File: src/rtl/spi_slave.sv
// SPI slave, CPOL=1, MSB first: samples mosi on sclk rise and updates miso on sclk fall.
// The pins are oversampled in the clk domain. TX goes through a one-deep holding register; RX arrives as a 1-cycle strobe.
//
// state  | meaning
// IDLE   | not selected; miso tri-stated, waiting for synced ss fall
// ACTIVE | selected; mosi shifted in on sclk rise, miso shifted out on sclk fall
module spi_slave #(
  parameter int DATA_W      = 8,
  parameter int SYNC_STAGES = 2
) (
  input  logic              clk,
  input  logic              rst,
  input  logic              i_sclk,
  input  logic              i_ss,
  input  logic              i_mosi,
  output logic              o_miso,
  output logic              o_miso_oe,
  input  logic [DATA_W-1:0] i_tx_data,
  input  logic              i_tx_valid,
  output logic              o_tx_ready,
  output logic              o_tx_underrun,
  output logic [DATA_W-1:0] o_rx_data,
  output logic              o_rx_valid,
  output logic              o_busy
);

  localparam int CNT_W = (DATA_W > 2) ? $clog2(DATA_W) : 1;
  localparam logic [CNT_W-1:0] CNT_LAST = CNT_W'(DATA_W - 1);

  typedef enum logic [0:0] {ST_IDLE, ST_ACTIVE} state_t;

  state_t r_state;
  state_t w_state_nxt;

  logic [SYNC_STAGES-1:0] r_sclk_sync;
  logic [SYNC_STAGES-1:0] r_ss_sync;
  logic [SYNC_STAGES-1:0] r_mosi_sync;
  logic                   r_sclk_d;
  logic                   r_ss_d;

  logic [DATA_W-1:0] r_tx_shift;
  logic [DATA_W-1:0] r_hold;
  logic              r_hold_full;
  logic              r_tx_underrun;
  logic [DATA_W-1:0] r_rx_shift;
  logic [DATA_W-1:0] r_rx_data;
  logic              r_rx_done;
  logic              r_rx_valid;
  logic [CNT_W-1:0]  r_bit_cnt;
  logic              r_start;

  logic w_sclk_s, w_ss_s, w_mosi_s;
  logic w_sclk_rise, w_sclk_fall, w_ss_rise, w_ss_fall, w_ss_edge;
  logic w_active, w_begin, w_end, w_sample, w_fall_ok, w_shift, w_load;
  logic w_tx_accept;
  logic [DATA_W-1:0] w_load_byte;

  // The ss chain resets low, so a select held low through reset never looks like a fresh fall.
  always_ff @(posedge clk) begin
    if (rst) begin
      r_sclk_sync <= '1;
      r_sclk_d    <= 1'b1;
      r_ss_sync   <= '0;
      r_ss_d      <= 1'b0;
      r_mosi_sync <= '0;
    end else begin
      r_sclk_sync <= {r_sclk_sync[SYNC_STAGES-2:0], i_sclk};
      r_ss_sync   <= {r_ss_sync[SYNC_STAGES-2:0], i_ss};
      r_mosi_sync <= {r_mosi_sync[SYNC_STAGES-2:0], i_mosi};
      r_sclk_d    <= r_sclk_sync[SYNC_STAGES-1];
      r_ss_d      <= r_ss_sync[SYNC_STAGES-1];
    end
  end

  assign w_sclk_s    = r_sclk_sync[SYNC_STAGES-1];
  assign w_ss_s      = r_ss_sync[SYNC_STAGES-1];
  assign w_mosi_s    = r_mosi_sync[SYNC_STAGES-1];
  assign w_sclk_rise = w_sclk_s & ~r_sclk_d;
  assign w_sclk_fall = ~w_sclk_s & r_sclk_d;
  assign w_ss_rise   = w_ss_s & ~r_ss_d;
  assign w_ss_fall   = ~w_ss_s & r_ss_d;
  assign w_ss_edge   = w_ss_rise | w_ss_fall;

  always_ff @(posedge clk) begin
    if (rst) r_state <= ST_IDLE;
    else     r_state <= w_state_nxt;
  end

  always_comb begin
    w_state_nxt = r_state;
    case (r_state)
      ST_IDLE:   if (w_ss_fall) w_state_nxt = ST_ACTIVE;
      ST_ACTIVE: if (w_ss_rise) w_state_nxt = ST_IDLE;
      default:   w_state_nxt = ST_IDLE;
    endcase
  end

  always_comb begin
    o_miso_oe = 1'b0;
    o_busy    = 1'b0;
    if (r_state == ST_ACTIVE) begin
      o_miso_oe = 1'b1;
      o_busy    = 1'b1;
    end
  end

  // An ss edge masks any sclk edge in the same cycle.
  assign w_active    = (r_state == ST_ACTIVE);
  assign w_begin     = ~w_active & w_ss_fall;
  assign w_end       = w_active & w_ss_rise;
  assign w_sample    = w_active & ~w_ss_edge & w_sclk_rise;
  assign w_fall_ok   = w_active & ~w_ss_edge & w_sclk_fall;
  assign w_shift     = w_fall_ok & (r_bit_cnt != '0);
  assign w_load      = w_begin | (w_fall_ok & (r_bit_cnt == '0) & ~r_start);
  assign w_tx_accept = i_tx_valid & ~r_hold_full;
  assign w_load_byte = r_hold_full ? r_hold : '0;

  always_ff @(posedge clk) begin
    if (rst) begin
      r_bit_cnt  <= '0;
      r_start    <= 1'b0;
      r_rx_shift <= '0;
      r_rx_done  <= 1'b0;
      r_rx_valid <= 1'b0;
      r_rx_data  <= '0;
    end else begin
      r_rx_done  <= 1'b0;
      r_rx_valid <= r_rx_done;
      if (r_rx_done) r_rx_data <= r_rx_shift;
      if (w_begin) begin
        r_bit_cnt <= '0;
        r_start   <= 1'b1;
      end else if (w_end) begin
        r_bit_cnt <= '0;
        r_start   <= 1'b0;
      end else if (w_sample) begin
        r_rx_shift <= {r_rx_shift[DATA_W-2:0], w_mosi_s};
        r_start    <= 1'b0;
        if (r_bit_cnt == CNT_LAST) begin
          r_bit_cnt <= '0;
          r_rx_done <= 1'b1;
        end else begin
          r_bit_cnt <= r_bit_cnt + CNT_W'(1);
        end
      end
    end
  end

  // The MSB of the shifter is miso. A load reads the holding reg before any same-cycle write.
  always_ff @(posedge clk) begin
    if (rst) begin
      r_tx_shift    <= '0;
      r_tx_underrun <= 1'b0;
      r_hold        <= '0;
      r_hold_full   <= 1'b0;
    end else begin
      r_tx_underrun <= 1'b0;
      if (w_load) begin
        r_tx_shift    <= w_load_byte;
        r_tx_underrun <= ~r_hold_full;
      end else if (w_shift) begin
        r_tx_shift <= {r_tx_shift[DATA_W-2:0], 1'b0};
      end else if (w_end) begin
        r_tx_shift <= '0;
      end
      if (w_load && r_hold_full) begin
        r_hold_full <= 1'b0;
      end else if (w_tx_accept) begin
        r_hold      <= i_tx_data;
        r_hold_full <= 1'b1;
      end
    end
  end

  assign o_miso        = r_tx_shift[DATA_W-1];
  assign o_tx_ready    = ~r_hold_full;
  assign o_tx_underrun = r_tx_underrun;
  assign o_rx_data     = r_rx_data;
  assign o_rx_valid    = r_rx_valid;

endmodule
File: config.mk
export PLATFORM = sky130hd
export DESIGN_NAME = spi_slave
export DESIGN_NICKNAME = d
export VERILOG_FILES = /design/src/rtl/spi_slave.sv
export SDC_FILE = /design/constraint.sdc
export NUM_CORES = 1
export LEC_CHECK = 0
export CORE_UTILIZATION = 35
export DETAILED_ROUTE_END_ITERATION = 6
export PLACE_DENSITY = 0.66
export RECOVER_POWER = 50
export SYNTH_ARGS = -nofsm -noshare
export SYNTH_HDL_FRONTEND = slang
export SYNTH_SLANG_ARGS = --single-unit
File: constraint.sdc
create_clock -name clk -period 1.85 [get_ports clk]
set_input_delay 0.2775 -clock clk [delete_from_list [all_inputs] [get_ports clk]]
set_output_delay 0.2775 -clock clk [all_outputs]
set_load 0.05 [all_outputs]
==> results.cfg <==
[sta]
fin_hold_ws_ns = 0.414
fin_crit_sh = 0.946
rsz0062_at_grt = true
hold_violations = 0
worstMarginPinSlew_ns = 0.794
timing_max_transition_violations_final = 0
clock_skew_ns = 0.00665
setup_violations = 0
fmax_mhz = 571
max_slew_margin = 0.471
fin_crit_ns = 1.75
timing.final.ws_setup_ns = 0.0991

[drt]
wl_met1_um = 1460
drt-total-wl_um = 3080
ant_nets = 0
avgRoutedWirePerCell_um = 10.6
dr_wl_met3_um = 98
drc_errors = 0
first_pass_iters = 4
highest_layer = met4
vias = 1334
drt_iter0_markers = 34
vias_per_cell = 4.58
routed-wl-met2_um = 1490

[yosys]
yosysTopAreaCellShare = 0.526
synthXorXnorAreaFrac = 0
synth_area_leaders = dfxtp_1, mux2i_1, nor2_1
synth_top_family_by_area = simple AND/OR/NAND/NOR gates
avgSynthCellArea_um2 = 9.81
synth_area_leader_cell = dfxtp_1
synthesis.area_mm2 = 0.00186
yosys.area_share.adder = 0.0336
syn_inst = 190
ys_seq_elements = 49
yosys.area_share.simple = 0.203
yosysSeqAreaShare = 0.526
synth-compound-area-share = 0.0980
ys_types = 29
synthMuxAreaShare = 0.103
syn-num-nets = 209
ys_warn_count = 0

[die]
start_util = 0.365
num_rows = 26
die_area_mm2 = 0.00562
core_region_area_mm2 = 0.00511
fp.dieW_um = 75.0
die_y_um = 75.0
boundaryPins = 28

[cells_and_area]
fin_area_mm2 = 0.00233
drive_above_1_share = 0.104
layout.nets = 239
final_common_cell = dfxtp_1
final_cell_mix = dfxtp_1, nor2_1, clkdlybuf4s50_1
areaGrowthSynthToFinish_pct = 25.0
n_antenna_cell = 0
finalNonFillerCells = 291

[pwr]
total_power_uw = 1990
p_leak_uw = 0.000941
vdd_ir_drop_max_v = 0.000693
powerDensity_mw_per_mm2 = 852

[clocking]
cts_root_buffer = clkbuf_8
cts.sinks = 49
clk_latency_ns = 0.29
htree_levels = 2
cts_tree = yes
cts_made_buffers = 5
clk_pin_slew_ns = 0.08
clockBufferDepth = 2

[setup_path]
critPathTopFamily = compound AO/OA/AOI/OAI gates
startpoint_type = register
cp.arrival_ns = 1.96
cp_num_buf_inv = 1
worstPathCellList = inv_1 -> ha_1 -> nand4b_4 -> o32ai_4 -> a221oi_1 -> nor3_1
crit_fanout = 8
slowest_stage = o32ai_4
cp-end-kind = register
worstSetupPathType = register to register
cp.required_ns = 2.06
cpPeakStageDelay_ns = 0.40

[global_route]
grt-ovfl-total = 0
grt_max_degree = 24
grt_pass1_vias = 1212
antenna_found_initial = 0
grt_pass1_wl_um = 5350
grt_util_all_layers = 0.124

[placement]
dpl.cell_count = 282
gp_congestion = 0.780
place_ws_ns = 0.0527
place_area_mm2 = 0.00222
hpwl_um = 2140
io_buffers = 27

[worst_hold_path]
hold_path.class = register to register

[run]
maxCapViolCount = 0

[status]
status = finished clean
synthesized netlist by cell type, drive strengths merged:
cell type   n
nor2       30
nor2b       6
o21ai       1
buf         4
and2b       1
inv         6
nand2      18
dfxtp      49
nand2b      3
a21oi      11
o31a        1
o32ai       1
nor3       10
o21bai      1
or2         5
ha          5
clkbuf      6
nand3       1
nand4b      2
mux2i      18
o21ba       1
a221oi      7
mux2        1
a22oi       1
and3b       1
state kept, by name, indices dropped and copies added (netlist names), 2 cells and up:
name	flops
o_rx_data	8
r_hold	8
r_rx_shift	8
r_tx_shift	8
r_bit_cnt	3
r_mosi_sync	2
r_sclk_sync	2
r_ss_sync	2
what timing repair did:
action | in CTS | in global routing
gates resized for setup | 0 | 0
setup buffers | 0 | 1
hold buffers | 0 | 0
setup endpoints to repair | 0 | 7
worst register-to-register path, cell delays in order (launching register included):
cell      delay (ns)
dfxtp_1         0.35
inv_1           0.07
ha_1            0.35
nand4b_4        0.16
o32ai_4         0.40
a221oi_1        0.16
nor3_1          0.19
through the flow:
stage                      util  TNS, ns
after floorplan               -        0
after global placement    0.435        0
after detailed placement  0.435        0
after CTS                 0.457        0
after global routing      0.456  -0.0237
final                     0.456        0
power by group:
| group | internal (µW) | switching [µW] | total (µW) |
|---|---|---|---|
| Sequential | 1080 | 17.9 | 1100 |
| Combinational | 66.2 | 76.1 | 142 |
| Clock | 404 | 338 | 742 |
metal layers:
metal	GRT usage	up-vias
li1	-	700
met1	0.153	610
met3	0.0335	4
met2	0.208	20
met5	0	-
met4	0.0440	0
worst paths after layout:
kind	startpoint	slack, ns	to	cells after the start
worst max-delay path	r_ss_sync[1]	0.1	r_tx_shift[7]	6
worst min-delay path	r_sclk_sync[0]	0.41	r_sclk_sync[1]	1
worst max register to register	r_ss_sync[1]	0.1	r_tx_shift[7]	6
worst min register to register	r_sclk_sync[0]	0.41	r_sclk_sync[1]	1
logic make-up (layout without fill, tap and decap cells):
group           count (synthesis)  after routing
mux                            19             19
flops                          49             49
simple gates                   77             77
buf+inv                        16             47
compound gates                 24             24
fa+ha+maj                       5              5
cell type report:
cell class              count  area, µm²
fillers                   507       2780
flip-flops and latches     49        982
multi-input cells         125        815
repair buffers             33        309
well taps                  70       87.6
clock buffers               5       68.8
clock inverters             3       46.3
inverters                   6       22.5
Note: power is estimated with default switching activity, not from simulation.
==> variant (same settings) <==
Register the output `o_tx_underrun` once more, without a reset; this adds one clock of latency there. The other outputs are not delayed to match.
--- a/src/rtl/spi_slave.sv
+++ b/src/rtl/spi_slave.sv
@@ -176,3 +176,5 @@
   assign o_tx_ready    = ~r_hold_full;
-  assign o_tx_underrun = r_tx_underrun;
+  always_ff @(posedge clk) begin
+    o_tx_underrun <= r_tx_underrun;
+  end
   assign o_rx_data     = r_rx_data;
Formal check against the unedited RTL: not equivalent (Yosys sat finds a counterexample within 10 cycles, from zero or initial values and one cycle with rst high).
==> variant against the unedited design <==
Cell area decreased by 0.21%. Cell count increased by 1.0%. Synthesized area increased by 1.1%. Hold slack got worse by 0.075 ns. Sequential cell count increased by 1. Total power decreased by 3.8%. Worst setup slack improved by 0.020 ns. Count of clock-buffer cells in the layout increased by 1. Wire length increased by 3.7%. Critical path type is now reg -> out. Critical endpoint is now o_rx_data[4]. Largest power group unchanged.
==> variant: results (changes against the unedited design) <==
Run status
  • Outcome: finished clean

Clock tree
  • Root buf cell: clkbuf_8
  • Num CTS Buffers: 5 (unchanged)
  • Reg clk slew, reported paths: ~0.090 ns
  • CTS Buffer Depth: 2 (unchanged)
  • Clk_lat worst skew: about 0.3 ns
  • H-tree Lvls: 2 (unchanged)

Global routing
  • Largest net degree at the start of global routing: 21 (-13%)
  • Number of global-route vias before repair: 1187 (-2.1%)
  • Gr usage total: 0.130 (+0.00576)
  • Initial antenna violation count: 0 (unchanged)
  • First-pass GRT wire length: 5520 µm (+3.2%)

Yosys
  • Commonest cells in the netlist: dfxtp_1, nor2_1, mux2i_1, nand2_1, a21oi_1
  • Mux contribution to synthesized area: 0.102 (-0.00109)
  • YS warnings: 0 (unchanged)
  • Ys async rst share: 0 (unchanged)
  • Seq/Total Area, Yosys: 0.531 (+0.00503)
  • Synth top area cells: dfxtp_1, mux2i_1, nor2_1
  • Post-Synth Adder-Cell Area: 0.0332 (-0.000357)
  • Synth Area in Compound Gates: 0.0969 (-0.00104)
  • Syn Nets: 210 (+0.48%)

Critical path
  • Crit Path Max Fanout: 2 (-6)
  • R2R depth: 6 (unchanged)
  • End of the critical path: o_rx_data[4]
  • FF-to-FF End: r_rx_shift[5]$_SDFFE_PP0P_
  • WP data arrival: 1.45 ns (-0.51 ns)
  • R2r setup slk: 0.15 ns (+0.05 ns)
  • Max incr delay on CP: 0.81 ns (+0.41 ns)
  • CP max stage cell: clkdlybuf4s50_1
  • Crit path from: o_rx_data[4]$_SDFFE_PP0P_
  • Critical R2R Launch: r_ss_sync[1]$_SDFF_PP0_
  • CP top delay family: buffers and inverters

Drt
  • Vias per std cell: 4.62 (+0.76%)
  • Iteration-0 DRC Markers: 80 (+140%)
  • Drt first pass iters: 4 (unchanged)
  • Total wire length: 3190 µm (+3.7%)

Pwr
  • Max rail drop VDD: 365 µV (-47%)
  • P_sw: 0.442 mW (+2.4%)
  • Leakage power: 0.942 nW (about the same)
  • Comb. pwr: about 0.14 mW
  • Clock power frac: 0.340 (-0.034)

Placed design
  • Post-Place Setup Slack: 0.0779 ns (+0.0253 ns)
  • DPL Wire Length: 2210 µm (+3.2%)
  • I/O Buffers: 27 (unchanged)
  • Gpl congestion: 0.732 (-6.1%)

Timing
  • Worst-margin pin slew: 0.829 ns (+0.0347 ns)
  • Clk_skew: 0.00492 ns (-0.00172 ns)
  • Setup WS post-layout: 0.119 ns (+0.0195 ns)

Min path
  • Hold WC Path Type: reg -> reg

Cells and area
  • Nets@finish: 242 (+1.3%)
  • FILL cells: 534 (+5.3%)
  • Layout cells sized above 1: 0.103 (-0.00139)
## variant: area by class of cell
class / instances / share of cell area
clock inverters: 2 / 0.00538
clock buffers: 6 / 0.0355
well taps: 70 / 0.0377
inverters: 6 / 0.00968
multi-input cells: 125 / 0.350
flip-flops and latches: 50 / 0.431
repair buffers: 35 / 0.131
## variant: per-stage QoR
step	instance area (µm²)	utilization	hold WS (ns)	std cells	total power, mW
4_1_cts	2330	0.453	0.337	292	1.93
3_3_place_gp	2230	0.435	0.314	284	1.29
3_5_place_dp	2230	0.435	0.316	284	1.29
2_1_floorplan	1890	-	0.310	191	1.23
6_report	2330	0.453	0.338	294	1.91
5_1_grt	2330	0.453	0.355	294	2.00
## variant: per-layer routing
| layer | track usage | up-vias | wire length, µm |
|---|---|---|---|
| met1 | 0.183 | 627 | 1650 |
| li1 | - | 705 | - |
| met4 | 0.0576 | 0 | 61 |
| met2 | 0.186 | 19 | 1370 |
| met5 | 0 | - | 0 |
| met3 | 0.0357 | 7 | 108 |
## variant: how the worst min path moves through the flow
stage	start	depth (start not counted)	to
3_5_place_dp	r_tx_underrun$_SDFF_PP0_	0	o_tx_underrun$_DFF_P_
2_1_floorplan	r_tx_underrun$_SDFF_PP0_	0	o_tx_underrun$_DFF_P_
3_3_place_gp	r_tx_underrun$_SDFF_PP0_	0	o_tx_underrun$_DFF_P_
5_1_grt	r_tx_underrun$_SDFF_PP0_	0	o_tx_underrun$_DFF_P_
4_1_cts	r_tx_underrun$_SDFF_PP0_	0	o_tx_underrun$_DFF_P_
6_report	r_tx_underrun$_SDFF_PP0_	0	o_tx_underrun$_DFF_P_
## variant: what timing repair did
| action | in CTS | in global routing |
|---|---|---|
| endpoints found under the setup margin | 0 | 7 |
| endpoints found under the hold margin | 0 | 0 |
| resized for setup | 0 | 0 |
| buffers inserted | 0 | 2 |
